[src/rtl/mips_multicycle_control_pkg.sv]
// mips_ctrl_pkg: state, opcode, ALU-op, PC-source encodings and the control vector for the multicycle MIPS controller
package mips_ctrl_pkg;
   typedef enum logic [3:0] {
      S_FETCH  = 4'd0,
      S_DECODE = 4'd1,
      S_MEMADR = 4'd2,
      S_MEMRD  = 4'd3,
      S_MEMWB  = 4'd4,
      S_MEMWR  = 4'd5,
      S_EXEC   = 4'd6,
      S_ALUWB  = 4'd7,
      S_BRANCH = 4'd8,
      S_JUMP   = 4'd9,
      S_ADDIEX = 4'd10,
      S_ADDIWB = 4'd11,
      S_IRQ    = 4'd12
   } state_t;

   localparam logic [5:0] OP_R    = 6'b000000;
   localparam logic [5:0] OP_LW   = 6'b100011;
   localparam logic [5:0] OP_SW   = 6'b101011;
   localparam logic [5:0] OP_BEQ  = 6'b000100;
   localparam logic [5:0] OP_J    = 6'b000010;
   localparam logic [5:0] OP_ADDI = 6'b001000;

   localparam logic [1:0] ALU_ADD   = 2'b00;
   localparam logic [1:0] ALU_SUB   = 2'b01;
   localparam logic [1:0] ALU_FUNCT = 2'b10;

   localparam logic [1:0] PCS_ALU    = 2'b00;
   localparam logic [1:0] PCS_ALUOUT = 2'b01;
   localparam logic [1:0] PCS_JUMP   = 2'b10;
   localparam logic [1:0] PCS_VEC    = 2'b11;

   localparam logic [1:0] SRCB_REG = 2'b00;
   localparam logic [1:0] SRCB_ONE = 2'b01;
   localparam logic [1:0] SRCB_IMM = 2'b10;
   localparam logic [1:0] SRCB_OFS = 2'b11;

   typedef struct packed {
      logic       pc_write;
      logic       pc_write_cond;
      logic       ir_write;
      logic       mem_write;
      logic       reg_write;
      logic       epc_write;
      logic       done;
      logic       iord;
      logic       mem_read;
      logic       memto_reg;
      logic       reg_dst;
      logic       alu_src_a;
      logic [1:0] alu_src_b;
      logic [1:0] alu_op;
      logic [1:0] pc_source;
   } ctrl_t;
endpackage

[src/rtl/mips_multicycle_control_if.sv]
// mips_ctrl_if: controller <-> datapath signal bundle; master is the controller, slave the datapath
interface mips_ctrl_if;
   logic       advance, zero, interrupt;
   logic [5:0] opcode;
   logic       pcWrite, pcWriteCond, irWrite, memWrite, regWrite;
   logic       iorD, memRead, memtoReg, regDst, aluSrcA;
   logic [1:0] aluSrcB, aluOp, pcSource;
   logic       epcWrite, instr_done, illegal;
   logic [3:0] state;

   modport master (
      input  advance, zero, interrupt, opcode,
      output pcWrite, pcWriteCond, irWrite, memWrite, regWrite,
             iorD, memRead, memtoReg, regDst, aluSrcA,
             aluSrcB, aluOp, pcSource, epcWrite, instr_done, illegal, state
   );

   modport slave (
      output advance, zero, interrupt, opcode,
      input  pcWrite, pcWriteCond, irWrite, memWrite, regWrite,
             iorD, memRead, memtoReg, regDst, aluSrcA,
             aluSrcB, aluOp, pcSource, epcWrite, instr_done, illegal, state
   );
endinterface

[src/rtl/mips_multicycle_control_decode.sv]
// mips_ctrl_decode: Moore state -> control-vector decode (ungated).
// The IRQ state decodes only when MIPS_CTRL_IRQ_EN is defined.
module mips_ctrl_decode
   import mips_ctrl_pkg::*;
(
   input  state_t state_i,
   output ctrl_t  ctrl_o
);
   always_comb begin
      ctrl_o = '0;
      case (state_i)
         S_FETCH: begin
            ctrl_o.mem_read  = 1'b1;
            ctrl_o.ir_write  = 1'b1;
            ctrl_o.alu_src_b = SRCB_ONE;
            ctrl_o.alu_op    = ALU_ADD;
            ctrl_o.pc_source = PCS_ALU;
            ctrl_o.pc_write  = 1'b1;
         end
         S_DECODE: ctrl_o.alu_src_b = SRCB_OFS;
         S_MEMADR, S_ADDIEX: begin
            ctrl_o.alu_src_a = 1'b1;
            ctrl_o.alu_src_b = SRCB_IMM;
         end
         S_MEMRD: begin
            ctrl_o.mem_read = 1'b1;
            ctrl_o.iord     = 1'b1;
         end
         S_MEMWB: begin
            ctrl_o.reg_write = 1'b1;
            ctrl_o.memto_reg = 1'b1;
            ctrl_o.done      = 1'b1;
         end
         S_MEMWR: begin
            ctrl_o.mem_write = 1'b1;
            ctrl_o.iord      = 1'b1;
            ctrl_o.done      = 1'b1;
         end
         S_EXEC: begin
            ctrl_o.alu_src_a = 1'b1;
            ctrl_o.alu_op    = ALU_FUNCT;
         end
         S_ALUWB: begin
            ctrl_o.reg_write = 1'b1;
            ctrl_o.reg_dst   = 1'b1;
            ctrl_o.done      = 1'b1;
         end
         S_ADDIWB: begin
            ctrl_o.reg_write = 1'b1;
            ctrl_o.done      = 1'b1;
         end
         S_BRANCH: begin
            ctrl_o.alu_src_a     = 1'b1;
            ctrl_o.alu_op        = ALU_SUB;
            ctrl_o.pc_write_cond = 1'b1;
            ctrl_o.pc_source     = PCS_ALUOUT;
            ctrl_o.done          = 1'b1;
         end
         S_JUMP: begin
            ctrl_o.pc_write  = 1'b1;
            ctrl_o.pc_source = PCS_JUMP;
            ctrl_o.done      = 1'b1;
         end
`ifdef MIPS_CTRL_IRQ_EN
         S_IRQ: begin
            ctrl_o.epc_write = 1'b1;
            ctrl_o.pc_write  = 1'b1;
            ctrl_o.pc_source = PCS_VEC;
         end
`endif
         default: ctrl_o = '0;
      endcase
   end
endmodule

[src/rtl/mips_multicycle_control.sv]
// mips_multicycle_control: multicycle MIPS control FSM with single-step gating and sticky illegal-opcode flag.
// Optional interrupt entry at instruction boundaries when MIPS_CTRL_IRQ_EN is defined.
module mips_multicycle_control
   import mips_ctrl_pkg::*;
(
   input logic        clock,
   input logic        reset,
   mips_ctrl_if.master bus
);
   state_t state_q, state_d;
   logic   illegal_q, illegal_d;
   logic   go, take_irq, bad_op, done;
   ctrl_t  ctrl;

   mips_ctrl_decode u_dec (.state_i(state_q), .ctrl_o(ctrl));

   assign go     = bus.advance & ~reset;
   assign done   = ctrl.done & go;
   assign bad_op = !(bus.opcode inside {OP_R, OP_LW, OP_SW, OP_BEQ, OP_J, OP_ADDI});

`ifdef MIPS_CTRL_IRQ_EN
   logic armed_q, armed_d;
   // a held request re-arms only after a completed instruction or after it drops
   assign take_irq = state_q == S_FETCH && bus.interrupt && armed_q;
   assign armed_d  = state_q == S_IRQ ? 1'b0 : armed_q | ~bus.interrupt | done;
   assign bus.epcWrite = ctrl.epc_write & go;
   always_ff @(posedge clock)
      if (reset) armed_q <= 1'b1;
      else armed_q <= armed_d;
   logic unused_in;
   assign unused_in = bus.zero;
`else
   assign take_irq     = 1'b0;
   assign bus.epcWrite = 1'b0;
   logic unused_in;
   assign unused_in = ^{bus.zero, bus.interrupt, ctrl.epc_write};
`endif

   always_comb begin
      state_d   = state_q;
      illegal_d = illegal_q;
      if (bus.advance)
         case (state_q)
            S_FETCH:  state_d = take_irq ? S_IRQ : S_DECODE;
            S_DECODE: begin
               state_d = (bus.opcode == OP_LW || bus.opcode == OP_SW) ? S_MEMADR :
                         bus.opcode == OP_R    ? S_EXEC   :
                         bus.opcode == OP_BEQ  ? S_BRANCH :
                         bus.opcode == OP_J    ? S_JUMP   :
                         bus.opcode == OP_ADDI ? S_ADDIEX : S_FETCH;
               illegal_d = illegal_q | bad_op;
            end
            S_MEMADR: state_d = bus.opcode == OP_SW ? S_MEMWR : S_MEMRD;
            S_MEMRD:  state_d = S_MEMWB;
            S_EXEC:   state_d = S_ALUWB;
            S_ADDIEX: state_d = S_ADDIWB;
            default:  state_d = S_FETCH;
         endcase
   end

   always_ff @(posedge clock)
      if (reset) begin
         state_q   <= S_FETCH;
         illegal_q <= 1'b0;
      end else begin
         state_q   <= state_d;
         illegal_q <= illegal_d;
      end

   // fetch strobes are suppressed when the cycle is diverted to interrupt entry
   assign bus.pcWrite     = ctrl.pc_write & go & ~take_irq;
   assign bus.irWrite     = ctrl.ir_write & go & ~take_irq;
   assign bus.pcWriteCond = ctrl.pc_write_cond & go;
   assign bus.memWrite    = ctrl.mem_write & go;
   assign bus.regWrite    = ctrl.reg_write & go;
   assign bus.instr_done  = done;
   assign bus.iorD        = ctrl.iord;
   assign bus.memRead     = ctrl.mem_read;
   assign bus.memtoReg    = ctrl.memto_reg;
   assign bus.regDst      = ctrl.reg_dst;
   assign bus.aluSrcA     = ctrl.alu_src_a;
   assign bus.aluSrcB     = ctrl.alu_src_b;
   assign bus.aluOp       = ctrl.alu_op;
   assign bus.pcSource    = ctrl.pc_source;
   assign bus.state       = state_q;
   assign bus.illegal     = illegal_q;
endmodule

[src/flat_wrapper.sv]
// flat-port wrapper written by rule: the top's interface ports become plain ports
module mips_multicycle_control_flat import mips_ctrl_pkg::*;
  (clock, reset, bus_advance, bus_zero, bus_interrupt, bus_opcode, bus_pcWrite, bus_pcWriteCond, bus_irWrite, bus_memWrite, bus_regWrite, bus_iorD, bus_memRead, bus_memtoReg, bus_regDst, bus_aluSrcA, bus_aluSrcB, bus_aluOp, bus_pcSource, bus_epcWrite, bus_instr_done, bus_illegal, bus_state);
  mips_ctrl_if bus_i ();
  input logic clock;
  input logic reset;
  input wire logic [$bits(bus_i.advance)-1:0] bus_advance;
  input wire logic [$bits(bus_i.zero)-1:0] bus_zero;
  input wire logic [$bits(bus_i.interrupt)-1:0] bus_interrupt;
  input wire logic [$bits(bus_i.opcode)-1:0] bus_opcode;
  output wire logic [$bits(bus_i.pcWrite)-1:0] bus_pcWrite;
  output wire logic [$bits(bus_i.pcWriteCond)-1:0] bus_pcWriteCond;
  output wire logic [$bits(bus_i.irWrite)-1:0] bus_irWrite;
  output wire logic [$bits(bus_i.memWrite)-1:0] bus_memWrite;
  output wire logic [$bits(bus_i.regWrite)-1:0] bus_regWrite;
  output wire logic [$bits(bus_i.iorD)-1:0] bus_iorD;
  output wire logic [$bits(bus_i.memRead)-1:0] bus_memRead;
  output wire logic [$bits(bus_i.memtoReg)-1:0] bus_memtoReg;
  output wire logic [$bits(bus_i.regDst)-1:0] bus_regDst;
  output wire logic [$bits(bus_i.aluSrcA)-1:0] bus_aluSrcA;
  output wire logic [$bits(bus_i.aluSrcB)-1:0] bus_aluSrcB;
  output wire logic [$bits(bus_i.aluOp)-1:0] bus_aluOp;
  output wire logic [$bits(bus_i.pcSource)-1:0] bus_pcSource;
  output wire logic [$bits(bus_i.epcWrite)-1:0] bus_epcWrite;
  output wire logic [$bits(bus_i.instr_done)-1:0] bus_instr_done;
  output wire logic [$bits(bus_i.illegal)-1:0] bus_illegal;
  output wire logic [$bits(bus_i.state)-1:0] bus_state;
  assign bus_i.advance = bus_advance;
  assign bus_i.zero = bus_zero;
  assign bus_i.interrupt = bus_interrupt;
  assign bus_i.opcode = bus_opcode;
  assign bus_pcWrite = bus_i.pcWrite;
  assign bus_pcWriteCond = bus_i.pcWriteCond;
  assign bus_irWrite = bus_i.irWrite;
  assign bus_memWrite = bus_i.memWrite;
  assign bus_regWrite = bus_i.regWrite;
  assign bus_iorD = bus_i.iorD;
  assign bus_memRead = bus_i.memRead;
  assign bus_memtoReg = bus_i.memtoReg;
  assign bus_regDst = bus_i.regDst;
  assign bus_aluSrcA = bus_i.aluSrcA;
  assign bus_aluSrcB = bus_i.aluSrcB;
  assign bus_aluOp = bus_i.aluOp;
  assign bus_pcSource = bus_i.pcSource;
  assign bus_epcWrite = bus_i.epcWrite;
  assign bus_instr_done = bus_i.instr_done;
  assign bus_illegal = bus_i.illegal;
  assign bus_state = bus_i.state;
  mips_multicycle_control u_core (.clock(clock), .reset(reset), .bus(bus_i));
endmodule
[config.mk]
export PLATFORM = sky130hd
export DESIGN_NAME = mips_multicycle_control_flat
export DESIGN_NICKNAME = d
export VERILOG_FILES = /design/src/rtl/mips_multicycle_control_pkg.sv /design/src/rtl/mips_multicycle_control_if.sv /design/src/rtl/mips_multicycle_control_decode.sv /design/src/rtl/mips_multicycle_control.sv /design/src/flat_wrapper.sv
export SDC_FILE = /design/constraint.sdc
export NUM_CORES = 1
export LEC_CHECK = 0
export BUFFER_PORTS_ARGS = -buffer_cell sky130_fd_sc_hd__buf_2
export CORE_AREA = 2 2 42 44
export DETAILED_ROUTE_END_ITERATION = 6
export DIE_AREA = 0 0 44 46
export PLACE_DENSITY = 0.71
export REMOVE_ABC_BUFFERS = 1
export SLEW_MARGIN = 20
export SYNTH_ARGS = -nofsm -noshare
export SYNTH_HDL_FRONTEND = slang
export SYNTH_SLANG_ARGS = --single-unit
[constraint.sdc]
create_clock -name clock -period 1.83 [get_ports clock]
set_input_delay 0.183 -clock clock [delete_from_list [all_inputs] [get_ports clock]]
set_output_delay 0.183 -clock clock [all_outputs]
set_load 0.02 [all_outputs]
* Word-level counts from Yosys, hierarchy flattened
Index checks and enable logic that the tools add are counted.
** Storage, ports and cells
- Word-level logic and storage cells :: 61
- Input port bits :: 11
- Flip-flop bits (word level) :: 5
** Cells by class
- Eq/ne operators :: 16
- Reduce and logical (&&, ||, !) cells :: 13
- Bitwise gates (word level) :: 9
- Mux-type cells :: 21
** Operator list (number)
- 4-bit one-hot mux with 6 select lines :: 1
- 4-bit two-way mux :: 5
- 4-bit by 3-bit equality test with 1-bit output, second input constant :: 4
- 4-bit equality test, second input constant :: 4
- 6-bit equality test, second input constant :: 2
- 1-bit two-way mux :: 11
- 4-bit by 2-bit equality test with 1-bit output, second input constant :: 2
- 2-bit one-hot mux with 2 select lines :: 2
- 2-bit OR reduction :: 4
- 1-bit bitwise AND :: 7
- 6-bit by 2-bit equality test with 1-bit output, second input constant :: 1
- 6-bit by 3-bit equality test with 1-bit output, second input constant :: 1
- 6-bit by 4-bit equality test with 1-bit output, second input constant :: 1
- 6-bit logical NOT :: 1
- 2-bit one-hot mux with 3 select lines :: 1
- 6-bit nonzero test :: 1
- 6-bit OR reduction :: 1
- 4-bit by 1-bit equality test with 1-bit output, second input constant :: 1
- 4-bit logical NOT :: 1
- 4-bit OR reduction :: 1
- 3-bit two-way mux :: 1
- 3-bit OR reduction :: 1
- 2-bit AND reduction :: 1
- 1-bit logical NOT :: 1
- 3 further kinds :: 3

* Logic depth before layout (Yosys ltp)
- Depth after elaboration :: 7
- Gate-level depth with buffers :: 5
- Gate-level depth less buffers :: 4

* Modules after synthesis
A second synthesis with hierarchy kept.
** Unflattened totals
- Cell total of the unflattened synthesis :: 91
- Area, all modules :: 653.1 um^2
** By module, submodules not included
- mips_multicycle_control :: sequential area each 100.1 um^2, instances 1, cells an instance 58, area each 441.7 um^2
- mips_ctrl_decode :: sequential area each 0.0 um^2, instances 1, cells an instance 33, area each 211.5 um^2

* Least setup slack after synthesis
Ideal clock, no wire load.
- Kind :: flip-flop to output port
- Start point :: register u_core.state_q[0] (netlist: u_core.bus.state[0])
- End point :: output bus_pcWrite
- Stages on the path, launching flop included :: 5
- Slack :: -0.088 ns
- Data required time :: 1.647 ns
- Data arrival time :: 1.735 ns
- Path through :: dfxtp_1 -> clkbuf_1 -> clkbuf_1 -> xor2_1 -> nor4_1
** Between the ends
- Longest elaborated chain between the ends :: 4
- Elaborated cells between the ends (all ways) :: 5
- Classes of those cells :: eq/ne: 1; mux: 1; bitwise: 1; reduce/logical: 2
** Ends and longest elaborated chain
- start, declared :: line mips_multicycle_control.sv:10 : state_t state_q, state_d;
- start signal, assigned :: line mips_multicycle_control.sv:66 : state_q <= state_d;
- 4-bit equality test / 4-bit logical NOT (equally long branches) :: line mips_multicycle_control_decode.sv:11 : case (state_i)
- 2-bit OR reduction (no line) (*)
- 1-bit two-way mux (*) :: line mips_multicycle_control_decode.sv:11
- 1-bit bitwise AND (*) :: line mips_multicycle_control.sv:71 : assign bus.pcWrite = ctrl.pc_write & go & ~take_irq;
- end, declared :: line flat_wrapper.sv:11 : output wire logic [$bits(bus_i.pcWrite)-1:0] bus_pcWrite;
Every way passes the cells marked *; elsewhere a longest branch is shown, timed or not.

* Worst setup path after layout
- Start point :: register u_core.state_q[3] (netlist: u_core.bus.state[3])
- End point :: output bus_irWrite
** Between the ends
- Longest elaborated chain between the ends :: 3
** Ends and longest elaborated chain
- 4-bit logical NOT :: line mips_multicycle_control_decode.sv:11
- 1-bit two-way mux :: line mips_multicycle_control_decode.sv:11
- 1-bit bitwise AND :: line mips_multicycle_control.sv:72 : assign bus.irWrite = ctrl.ir_write & go & ~take_irq;
- end, declared :: line flat_wrapper.sv:13 : output wire logic [$bits(bus_i.irWrite)-1:0] bus_irWrite;
Every way passes these cells.

==> results.md <==
* Total wire length at 1520 microns
* # rows at 15
* Ys flop type: dfxtp_1
* Total Power at roughly 0.38 mW
* Top-count cell post-synth: nor2_1
* Grt ovf at 0
* Final instance area at 776 sq um
* CTS Hold Buffers Added at 0
* Dominant cells by area after synthesis: dfxtp_1 (17%), nor3_1 (7.6%), nor2_1 (7.0%)
* Clk buf depth at 2
* Initial Utilization at 36.7%
* Synth Area in Compound Gates at a little under a fifth
* CTS tree: done
* Period utilization at around 92%
* MaxCap Viol Count at 0
* Share of the yosys chip area belonging to registers at 16.9%
* # diodes at 0
* Core box area at 1610 sq um
* Clock sink count at 5
* Vias per cell at about 5.3
* WS Path Type: reg2out
* Layout cell share with drive strength beyond 1 at 37.3%
* Hpwl dp at roughly 1200 microns
* Crit path launch type: flop
* Ys async rst share at 0%
* WHS at 0.180 ns
* Synthesized area per cell at roughly 6.7 sq um
* WL/cell at 11.3 microns
* Post-Synth Adder-Cell Area at 0%
* CTS Buf Count at 3
* Post-Place Setup Slack at 0.304 ns
* Yosys warnings at 0
* Clock root cell: clkbuf_4
* Syn Std Cell Area at 593 sq um
* Via count at 720
* Main combinational cell family by area after synthesis: simple AND/OR/NAND/NOR gates
* DP Area at 747 sq um
* Multiplexer share of the synthesized area at 0%
* Fin Clk Skew at 0.00279 ns
* Initial antenna violation count at 0
* Hold WC Path Type: in2reg
* First-pass GRT wire length at 2420 microns
* Fin worst setup slack at 0.143 ns
* Number of global-route vias before repair at 565
* Synth cell count leaders: nor2_1 (11), nor3_1 (9)
* Yosys top cell by area: dfxtp_1
* Die area at slightly above 2000 sq um
* LEAKAGE at 0.339 nW
* Status: finished, final reports clean
* Simple-Gate Fraction of Synth Area at 46.4%
* EDFF count, synth at 0
* Final GP Congestion at around 0.77
* Worst Path Required at 1.65 ns
* Die height at 46 microns
* Final setup violation count at 0
* Xor and xnor area share after synthesis at 7.38%
* GRT Total Usage at 15.6%
* H-tree depth at 1
* Peak VDD IR at 0.000218 V
* DRT iter0 DRCs at 1
* Register bit count reported by yosys at 5
* Chip width at 44 microns
* Final Hold Viols at 0
* Yosys top cell area share at 16.9%
* Largest net degree at the start of global routing at 19
* Fmax achieved at 593 MHz
* Pwr Density at 494 nW/um^2
* Buffers on Ports at 30
* Clk Latency, worst-skew pair at between 0.2 and 0.25 ns
* Final Max Slew Viols at 0
* CP Capture Type: output pin
* Clock-pin slew on the worst setup and hold paths at roughly 0.04 ns
* DRC at 0
* RSZ-0062 raised after global routing: no
* 1st-pass router iterations at 4
* I/O pin count at 34
* Unique masters post-synth at 34
* Area grow syn2layout at 30.8%
* Antenna violation net count after detailed routing at 0
* Nets at 130
* Shortest period the worst path allows at 1.69 ns
* Crit path max fanout at 18
* Worst endpoint data arrival time at 1.50 ns
* Synthesized instance count at 89
registers in the layout, indices dropped and copies added, names as in the netlist:
signal,cells
u_core.bus.illegal,1
u_core.bus.state,4
power by group:
group / internal [mW] / leakage [nW] / switching (mW)
Combinational: 0.0484 / 0.283 / 0.0791
Sequential: 0.116 / 0.0415 / 0.0140
Clock: 0.0823 / 0.0150 / 0.0436
Total: 0.246 / 0.339 / 0.137
layer usage:
| metal | vias up | routed length (microns) | share of wire [%] | global-route usage [%] |
|---|---|---|---|---|
| met4 | 0 | 0 | 0 | 4.85 |
| met2 | 26 | 717 | 47 | 25.0 |
| met1 | 312 | 708 | 47 | 21.2 |
| met5 | - | 0 | 0 | 0 |
| li1 | 382 | - | - | - |
| met3 | 0 | 94 | 6.2 | 2.78 |
stage by stage:
step                      TNS (ns)  instances  utilization [%]
after global placement           0        131             46.3
after CTS                        0        135             47.9
final                            0        135             48.1
after global routing             0        135             48.1
after floorplan            -0.0288         80                -
after detailed placement         0        131             46.3
repair_timing:
action / in CTS / in global routing
resized for setup: 0 / 2
buffers inserted: 0 / 0
endpoints found under the setup margin: 0 / 3
cell usage in the layout (no fill, tap or decap), types with 3 or more instances in the layout:
master and instances:
nor2_1 11, clkbuf_4 3, buf_2 30, nand2b_1 5, a21oi_1 3, nor4_1 5, nand2_1 5, dfxtp_1 3
inv_1 3, o21ai_0 5, nor3_1 9, buf_4 4, xor2_1 3
cell families after synthesis:
kind of cell	count (synthesis)
AND/OR/NAND/NOR	49
AO/OA/AOI/OAI	17
buffers and inverters	12
XOR/XNOR	5
flip-flops	5
other	1
critical path: stages (launching register included):
cell and delay [ns]:
dfxtp_1 0.31, buf_4 0.20, nor4_1 0.42, and2_1 0.18, buf_2 0.16
path summary, 6_finish.rpt:
check                                      endpoint                start  slack (ns)  depth (start not counted)
worst max-delay path                    bus_irWrite  u_core.bus.state[3]        0.14                          4
worst max register to register  u_core.bus.state[0]  u_core.bus.state[1]        0.36                          4
worst min register to register   u_core.bus.illegal   u_core.bus.illegal        0.46                          2
worst min-delay path            u_core.bus.state[0]                reset        0.18                          2
cell type report:
class	instances	area (sq um)
Timing Repair Buffer	34	180
Sequential cell	5	103
Clock buffer	4	26.3
Tap cell	17	21.3
Inverter	3	11.3
Multi-Input combinational cell	72	434
Fill cell	173	838
No activity file was read; power rests on OpenSTA's default activity.
